<file path="src/rtl/uart_cmd_decoder.sv">
// UART command decoder: maps received ASCII bytes to watch/stopwatch controls.
// Two-cycle decode latency, one-entry hold buffer, optional byte echo.
module uart_cmd_decoder #(
    parameter int unsigned ECHO_EN = 1
) (
    input  logic       clk,
    input  logic       rst,
    input  logic [7:0] rx_data,
    input  logic       rx_done,
    input  logic       tx_busy,
    output logic       up,
    output logic       down,
    output logic       left,
    output logic       right,
    output logic       run,
    output logic       stop,
    output logic       clear,
    output logic       reset,
    output logic       time_mode,
    output logic       func_mode,
    output logic       tx_start,
    output logic [7:0] tx_data,
    output logic       err,
    output logic       overrun,
    output logic [7:0] cmd_cnt
);

    typedef enum logic [1:0] {
        IDLE,
        DECODE,
        ECHO
    } state_t;

    state_t     state_q, state_d;
    logic [7:0] byte_q, byte_d;
    logic [7:0] hold_q, hold_d;
    logic       hold_vld_q, hold_vld_d;
    logic [7:0] pulse_q, pulse_d;
    logic       err_q, err_d;
    logic       ovr_q, ovr_d;
    logic       tm_q, tm_d;
    logic       fm_q, fm_d;
    logic       txs_q, txs_d;
    logic [7:0] txd_q, txd_d;
    logic [7:0] cnt_q, cnt_d;

    logic [7:0] up_c;
    logic [7:0] cmd_oh;
    logic       cmd_vld;
    logic       tog_tm;
    logic       tog_fm;
    logic       take;
    logic       consume;

    assign up_c = byte_q & 8'hDF;

    // Table lookup of the latched byte; pulse bits are {up..reset}.
    always_comb begin
        cmd_oh  = 8'h00;
        cmd_vld = 1'b1;
        tog_tm  = 1'b0;
        tog_fm  = 1'b0;
        unique case (up_c)
            8'h55:   cmd_oh = 8'b1000_0000;
            8'h44:   cmd_oh = 8'b0100_0000;
            8'h4C:   cmd_oh = 8'b0010_0000;
            8'h52:   cmd_oh = 8'b0001_0000;
            8'h47:   cmd_oh = 8'b0000_1000;
            8'h53:   cmd_oh = 8'b0000_0100;
            8'h43:   cmd_oh = 8'b0000_0010;
            8'h58:   cmd_oh = 8'b0000_0001;
            8'h4D:   tog_tm = 1'b1;
            8'h46:   tog_fm = 1'b1;
            default: cmd_vld = 1'b0;
        endcase
    end

    // Next-state logic for the FSM, hold buffer and all registered outputs.
    always_comb begin
        state_d    = state_q;
        byte_d     = byte_q;
        hold_d     = hold_q;
        hold_vld_d = hold_vld_q;
        pulse_d    = 8'h00;
        err_d      = 1'b0;
        ovr_d      = 1'b0;
        tm_d       = tm_q;
        fm_d       = fm_q;
        txs_d      = 1'b0;
        txd_d      = txd_q;
        cnt_d      = cnt_q;
        take       = 1'b0;
        consume    = 1'b0;
        case (state_q)
            IDLE: begin
                if (hold_vld_q) begin
                    byte_d  = hold_q;
                    consume = 1'b1;
                    state_d = DECODE;
                end else if (rx_done) begin
                    byte_d  = rx_data;
                    take    = 1'b1;
                    state_d = DECODE;
                end
            end
            DECODE: begin
                if (cmd_vld) begin
                    pulse_d = cmd_oh;
                    cnt_d   = cnt_q + 8'd1;
                    if (cmd_oh[0]) begin
                        tm_d = 1'b0;
                        fm_d = 1'b0;
                    end else begin
                        if (tog_tm) tm_d = ~tm_q;
                        if (tog_fm) fm_d = ~fm_q;
                    end
                end else begin
                    err_d = 1'b1;
                end
                state_d = (ECHO_EN != 0) ? ECHO : IDLE;
            end
            ECHO: begin
                if (!tx_busy) begin
                    txs_d   = 1'b1;
                    txd_d   = cmd_vld ? up_c : 8'h3F;
                    state_d = IDLE;
                end
            end
            default: state_d = IDLE;
        endcase
        if (consume) hold_vld_d = 1'b0;
        if (rx_done && !take) begin
            if (!hold_vld_q || consume) begin
                hold_d     = rx_data;
                hold_vld_d = 1'b1;
            end else begin
                ovr_d = 1'b1;
            end
        end
    end

    // State register; reset discards any byte in flight and pending echo.
    always_ff @(posedge clk) begin
        if (rst) begin
            state_q    <= IDLE;
            byte_q     <= 8'h00;
            hold_q     <= 8'h00;
            hold_vld_q <= 1'b0;
            pulse_q    <= 8'h00;
            err_q      <= 1'b0;
            ovr_q      <= 1'b0;
            tm_q       <= 1'b0;
            fm_q       <= 1'b0;
            txs_q      <= 1'b0;
            txd_q      <= 8'h00;
            cnt_q      <= 8'h00;
        end else begin
            state_q    <= state_d;
            byte_q     <= byte_d;
            hold_q     <= hold_d;
            hold_vld_q <= hold_vld_d;
            pulse_q    <= pulse_d;
            err_q      <= err_d;
            ovr_q      <= ovr_d;
            tm_q       <= tm_d;
            fm_q       <= fm_d;
            txs_q      <= txs_d;
            txd_q      <= txd_d;
            cnt_q      <= cnt_d;
        end
    end

    assign up        = pulse_q[7];
    assign down      = pulse_q[6];
    assign left      = pulse_q[5];
    assign right     = pulse_q[4];
    assign run       = pulse_q[3];
    assign stop      = pulse_q[2];
    assign clear     = pulse_q[1];
    assign reset     = pulse_q[0];
    assign time_mode = tm_q;
    assign func_mode = fm_q;
    assign tx_start  = txs_q;
    assign tx_data   = txd_q;
    assign err       = err_q;
    assign overrun   = ovr_q;
    assign cmd_cnt   = cnt_q;

endmodule

</file>
<file path="config.mk">
export PLATFORM = sky130hd
export DESIGN_NAME = uart_cmd_decoder
export DESIGN_NICKNAME = d
export VERILOG_FILES = /design/src/rtl/uart_cmd_decoder.sv
export SDC_FILE = /design/constraint.sdc
export NUM_CORES = 1
export LEC_CHECK = 0
export ABC_AREA = 1
export BUFFER_PORTS_ARGS = -buffer_cell sky130_fd_sc_hd__buf_2
export CAP_MARGIN = 20
export CORE_ASPECT_RATIO = 1.25
export CORE_MARGIN = 5
export CORE_UTILIZATION = 35
export CTS_CLUSTER_DIAMETER = 200
export CTS_CLUSTER_SIZE = 12
export DETAILED_ROUTE_END_ITERATION = 7
export GPL_ROUTABILITY_DRIVEN = 0
export PLACE_DENSITY = 0.53
export SYNTH_ARGS = -nofsm -noshare
export SYNTH_HDL_FRONTEND = slang
export SYNTH_SLANG_ARGS = --single-unit
</file>
<file path="constraint.sdc">
create_clock -name clk -period 3.2 [get_ports clk]
set_input_delay 0.32 -clock clk [delete_from_list [all_inputs] [get_ports clk]]
set_output_delay 0.32 -clock clk [all_outputs]
set_load 0.005 [all_outputs]
</file>
==> impl_metrics.json, run 1 <==
{
  "drive_gt1_share_pct": 26.7,
  "drv_slew": 0,
  "seq_area_frac_synth_pct": 46.6,
  "die-height_um": 94.0,
  "critical-path-max-stage-delay_ns": 0.50,
  "ir_worst_vdd_uv": 207,
  "ctsHoldBuffers": 0,
  "maxSlewHeadroom_pct": 63.3,
  "min_path_type": "in2reg",
  "cp_top_family": "compound AO/OA/AOI/OAI gates",
  "grt_max_degree": 22,
  "syn_inst": 251,
  "synth_top_area_share_pct": 46.6,
  "rr_startpoint": "hold_vld_q",
  "worstPathCellList": "inv_1 -> a21oi_1 -> inv_1 -> o21ai_0 -> a21oi_1",
  "mostFrequentLayoutCells": "nand2_1 (48), dfxtp_1 (46), buf_2 (39)",
  "cts_root_buf": "clkbuf_8",
  "setup_tns_ns": 0,
  "clockBufferDepth": 2,
  "crit_path_end_kind": "register",
  "place_hpwl_um": 3030,
  "grt_busiest_layer": "met2",
  "gr-usage-met3_pct": 4.22,
  "grt_pass1_wl_um": 7090,
  "coreArea_um2": 5480,
  "slowest_stage": "a21oi_1",
  "max_freq_mhz": 563,
  "diodes": 0,
  "io_pins": 41,
  "startpoint": "hold_vld_q",
  "start_util_pct": 36.1,
  "worstMarginPinSlew_ns": 0.550,
  "cts_setup_buffers": 0,
  "drt_iter0_markers": 82,
  "grtUsageMet2_pct": 18.7,
  "die-area_um2": 7260,
  "finClkSkew_ns": 0.00796,
  "pwr_density_cell_nw_per_um2": 470,
  "area_growth_pct": 16.5,
  "syn-num-nets": 264,
  "arrival_ns": 1.96,
  "grt_antenna_before_repair": 0,
  "vias_per_cell": 4.67,
  "timing.final.crit_share_pct": 55.5,
  "grt_pass1_vias": 1512,
  "hold_viol_final": 0,
  "nNetsFinal": 305,
  "dpl_cell_area_um2": 2220,
  "post_cts_resized": 0,
  "yosysUniqueCellTypes": 27,
  "io_buffers": 39,
  "clk_latency_ns": 0.30,
  "drc": 0,
  "vias": 1663,
  "cts_tree": "built",
  "crit_type": "reg2reg",
  "layout_commonest_cell": "nand2_1",
  "grtUsageTotal_pct": 12.2,
  "ys_ff_latch": 46,
  "cp_max_fo": 12,
  "required_ns": 3.38,
  "p_leak_nw": 1.00,
  "core.rowCount": 30,
  "synth_area_um2": 1980,
  "yosysWarnings": 0,
  "setup_viol": 0,
  "cts_made_buffers": 5,
  "crit_buf_inv": 2,
  "fin_util_pct": 42.0,
  "use_met1_pct": 15.7,
  "fin_area_um2": 2300,
  "cts_htree_levels": 2,
  "clock_sinks": 46,
  "die_x_um": 77.2,
  "wl_per_cell_um": 11.7,
  "drtAntennaViolNets": 0,
  "total_power_w": 0.00108,
  "clkTransAtPathRegs_ns": 0.08,
  "cp-start-kind": "register",
  "rsz0062_at_grt": "no",
  "drt_first_pass_iters": 4,
  "grt-ovfl-total": 0,
  "num-fill-cells": 565,
  "cap_violations": 0,
  "drt_wl_total_um": 4150,
  "status": "completed",
  "timing.final.crit_period_ns": 1.78,
  "hp-start": "tx_busy",
  "synth.area.top_cells": "dfxtp_1 (47%), nand2_1 (9.1%), o21ai_0 (5.1%)",
  "avgSynthCellArea_um2": 7.88,
  "synth_top_cell_by_area": "dfxtp_1"
}
## per-stage QoR
step           instances  worst slack [ns]  hold slack, ns
2_1_floorplan        251              1.89           0.425
3_3_place_gp         349              1.41           0.429
3_5_place_dp         349              1.41           0.440
4_1_cts              356              1.39           0.272
5_1_grt              356              1.15           0.288
6_report             356              1.42           0.280
## where the power goes
part | switching (W) | leakage [nW] | internal, W
Combinational | 0.0000838 | 0.584 | 0.0000407
Sequential | 0.0000242 | 0.374 | 0.000598
Clock | 0.000190 | 0.0438 | 0.000147
## path summary, 6_finish.rpt
check / cells past startpoint / to / slack [ns]
hold reg to reg: 2 / hold_q[0] / 0.45
setup reg to reg: 5 / byte_q[1] / 1.42
setup / recovery: 5 / byte_q[1] / 1.42
hold / removal: 3 / state_q[1] / 0.28
## synthesized netlist by cell type
cell       n
a211oi_1   1
a21oi_1   19
a21oi_2    6
a31oi_1    4
buf_2      1
buf_8      1
clkbuf_1   4
dfxtp_1   46
ha_1       1
inv_1     25
inv_2      5
nand2_1   48
nand2_2    3
nand2_4    1
nand3_1   11
nand3_2    9
nand3b_1   1
nand4_1    2
nor2_1    22
nor2_2     5
nor2_4     1
nor3_1     3
nor3_2     1
o21ai_0   20
o21bai_1   5
xnor2_1    4
xor2_1     2
## cell type report
cell class | instances | area, um^2 | share of cell area (%)
Multi-Input combinational cell | 169 | 908 | 39.4
Tap cell | 64 | 80.1 | 3.48
Clock buffer | 5 | 68.8 | 2.99
Inverter | 30 | 113 | 4.89
Sequential cell | 46 | 921 | 40.0
Clock inverter | 2 | 10.0 | 0.435
Timing Repair Buffer | 40 | 203 | 8.80
## cell families after synthesis
group | count (synthesis) | share of synthesized area (%)
adder cells (fa/ha/maj) | 1 | 0.633
AO/OA/AOI/OAI | 55 | 16.1
AND/OR/NAND/NOR | 107 | 26.6
flip-flops | 46 | 46.6
buffers and inverters | 36 | 7.47
XOR/XNOR | 6 | 2.66
## routing by layer
layer  routed length [um]  part of all wire (%)
met5                    0                     0
met3                  284                   6.8
met4                   61                   1.5
met2                 1830                    44
met1                 1970                    48
## sequential cells by signal (all words and copies together), names as in the netlist, 2 cells and up
name and count:
cmd_cnt 8, pulse_q 8, tx_data 8, byte_q 7
hold_q 7, state_q 2
## worst register-to-register path: cells and delay by family, from the launching register on
kind,cells,cell delay [ns]
AOI/OAI and AO/OA,3,0.76
buffers and inverters,2,0.47
DFF,1,0.45
Power figures use the tool's default switching activity.
==> run 2: changes to the inputs <==
==> constraint.sdc (replaced) <==
create_clock -name clk -period 1.8 [get_ports clk]
set_input_delay 0.18 -clock clk [delete_from_list [all_inputs] [get_ports clk]]
set_output_delay 0.18 -clock clk [all_outputs]
set_load 0.005 [all_outputs]
==> run 2 against run 1 <==
Effect of this change:
- sequential share of layout area down 0.94 points
- design area up 2.6%
- clock-buffer cell count up 2
- global-route usage up 0.19 points
- maximum frequency up 14%
- critical endpoint is now tx_data[1]
- wire length down 1.3%
- non-clock buffer count up 6
- clock skew up 0.0026 ns
- clock power up 91%
- core utilization up 1.1 points
- first-iteration DRC count down 39%
- total power up 83%
==> impl_metrics.json, run 2 (synthesized netlist as in run 1, its figures left out) <==
{
  "maxSlewHeadroom_pct": 79.4,
  "grt-ovfl-total": 0,
  "drc": 0,
  "timing.final.crit_period_ns": 1.55,
  "crit_buf_inv": 1,
  "cts_setup_buffers": 0,
  "instances_no_fill": 363,
  "setup_tns_ns": 0,
  "cts_made_buffers": 5,
  "required_ns": 1.99,
  "placed_cells": 355,
  "clk_latency_ns": 0.30,
  "die-height_um": 94.0,
  "drive_gt1_share_pct": 28.4,
  "vias_per_cell": 4.56,
  "dpl_cell_area_um2": 2270,
  "diodes": 0,
  "io_buffers": 39,
  "layout_setup_ws_ns": 0.245,
  "io_pins": 41,
  "cts_htree_levels": 2,
  "drtAntennaViolNets": 0,
  "layout_commonest_cell": "nand2_1",
  "vias": 1656,
  "dr_wl_met2_um": 1870,
  "area_growth_pct": 19.5,
  "pwr_density_cell_nw_per_um2": 839,
  "ir_worst_vdd_uv": 346,
  "finClkSkew_ns": 0.0106,
  "fin_area_um2": 2360,
  "timing.final.crit_share_pct": 86.4,
  "nNetsFinal": 311,
  "worstPathCellList": "nand2_1 -> nor2_2 -> nand2_1 -> nand3_1 -> nor2_2 -> nand2_4 -> nand2_1 -> o21bai_1 -> inv_1",
  "p_leak_nw": 1.04,
  "cp-start-kind": "register",
  "worstMarginPinSlew_ns": 0.308,
  "arrival_ns": 1.74,
  "grt_antenna_before_repair": 0,
  "clockBufferDepth": 2,
  "die_x_um": 77.2,
  "wl_met3_um": 231,
  "drt_first_pass_iters": 4,
  "start_util_pct": 36.1,
  "grtUsageTotal_pct": 12.3,
  "cts_tree": "built",
  "min_path_type": "in2reg",
  "cp_max_fo": 9,
  "place_ws_ns": 0.206,
  "wl_met1_um": 1930,
  "grt_pass1_wl_um": 7320,
  "core.rowCount": 30,
  "status": "completed",
  "place_hpwl_um": 3140,
  "rsz0062_at_grt": "no",
  "die-area_um2": 7260,
  "cap_violations": 0,
  "drv_slew": 0,
  "grt_max_degree": 21,
  "max_freq_mhz": 643,
  "drt_wl_total_um": 4100,
  "top_layer": "met4",
  "hold_viol_final": 0,
  "grt_pass1_vias": 1607,
  "mostFrequentLayoutCells": "nand2_1 (48), dfxtp_1 (45), buf_2 (39)",
  "slowest_stage": "dfxtp_1",
  "crit_path_end_kind": "register",
  "crit_type": "reg2reg",
  "crit_top_cell": "nand2_1",
  "coreArea_um2": 5480,
  "cp_top_family": "simple AND/OR/NAND/NOR gates",
  "critical-path-max-stage-delay_ns": 0.44,
  "wl_per_cell_um": 11.3,
  "ctsHoldBuffers": 0,
  "clkTransAtPathRegs_ns": 0.08,
  "cts_root_buf": "clkbuf_8",
  "clock_sinks": 46,
  "setup_viol": 0,
  "post_cts_resized": 0,
  "drt_iter0_markers": 50
}
run 2: cell types whose count changed in the layout (fill, tap and decap cells not counted), sizes merged:
cell    previous run  this run
clkinv             2         1
buf               40        46
clkbuf             5         7
run 2: metrics by stage:
| step | util (%) | total power [W] | hold WS, ns |
|---|---|---|---|
| 3_5_place_dp | 41.4 | 0.00137 | 0.431 |
| 3_3_place_gp | 41.4 | 0.00137 | 0.426 |
| 5_1_grt | 43.1 | 0.00211 | 0.139 |
| 4_1_cts | 43.1 | 0.00201 | 0.135 |
| 2_1_floorplan | - | 0.00129 | 0.323 |
| 6_report | 43.1 | 0.00198 | 0.140 |
run 2: layout make-up:
class,instances,area (um^2)
Tap cell,64,80.1
Multi-Input combinational cell,169,908
Timing Repair Buffer,46,248
Sequential cell,46,922
Fill cell,578,3120
Inverter,30,113
Clock buffer,7,86.3
Clock inverter,1,5.00
run 2: worst register-to-register path, stage by stage (launching register included):
cell      delay (ns)
dfxtp_1         0.44
nand2_1         0.13
nor2_2          0.14
nand2_1         0.08
nand3_1         0.10
nor2_2          0.05
nand2_4         0.14
nand2_1         0.17
o21bai_1        0.16
inv_1           0.05
run 2: final timing paths:
check | slack [ns] | end | cells after the start | from
max | 0.25 | tx_data[1] | 9 | byte_q[0]
max reg2reg | 0.25 | tx_data[1] | 9 | byte_q[0]
min reg2reg | 0.44 | tx_data[7] | 2 | tx_data[7]
min | 0.14 | state_q[1] | 3 | tx_busy
run 2: per-layer routing:
| metal | track usage [%] | up-vias |
|---|---|---|
| met5 | 0 | - |
| met4 | 4.58 | 0 |
| met3 | 4.03 | 6 |
| met2 | 19.9 | 30 |
| met1 | 15.2 | 716 |
| li1 | - | 904 |
run 2: report_power, final:
| group | internal (W) | total (W) | switching [W] |
|---|---|---|---|
| Sequential | 0.00106 | 0.00111 | 0.0000423 |
| Combinational | 0.0000848 | 0.000233 | 0.000149 |
| Clock | 0.000310 | 0.000642 | 0.000332 |
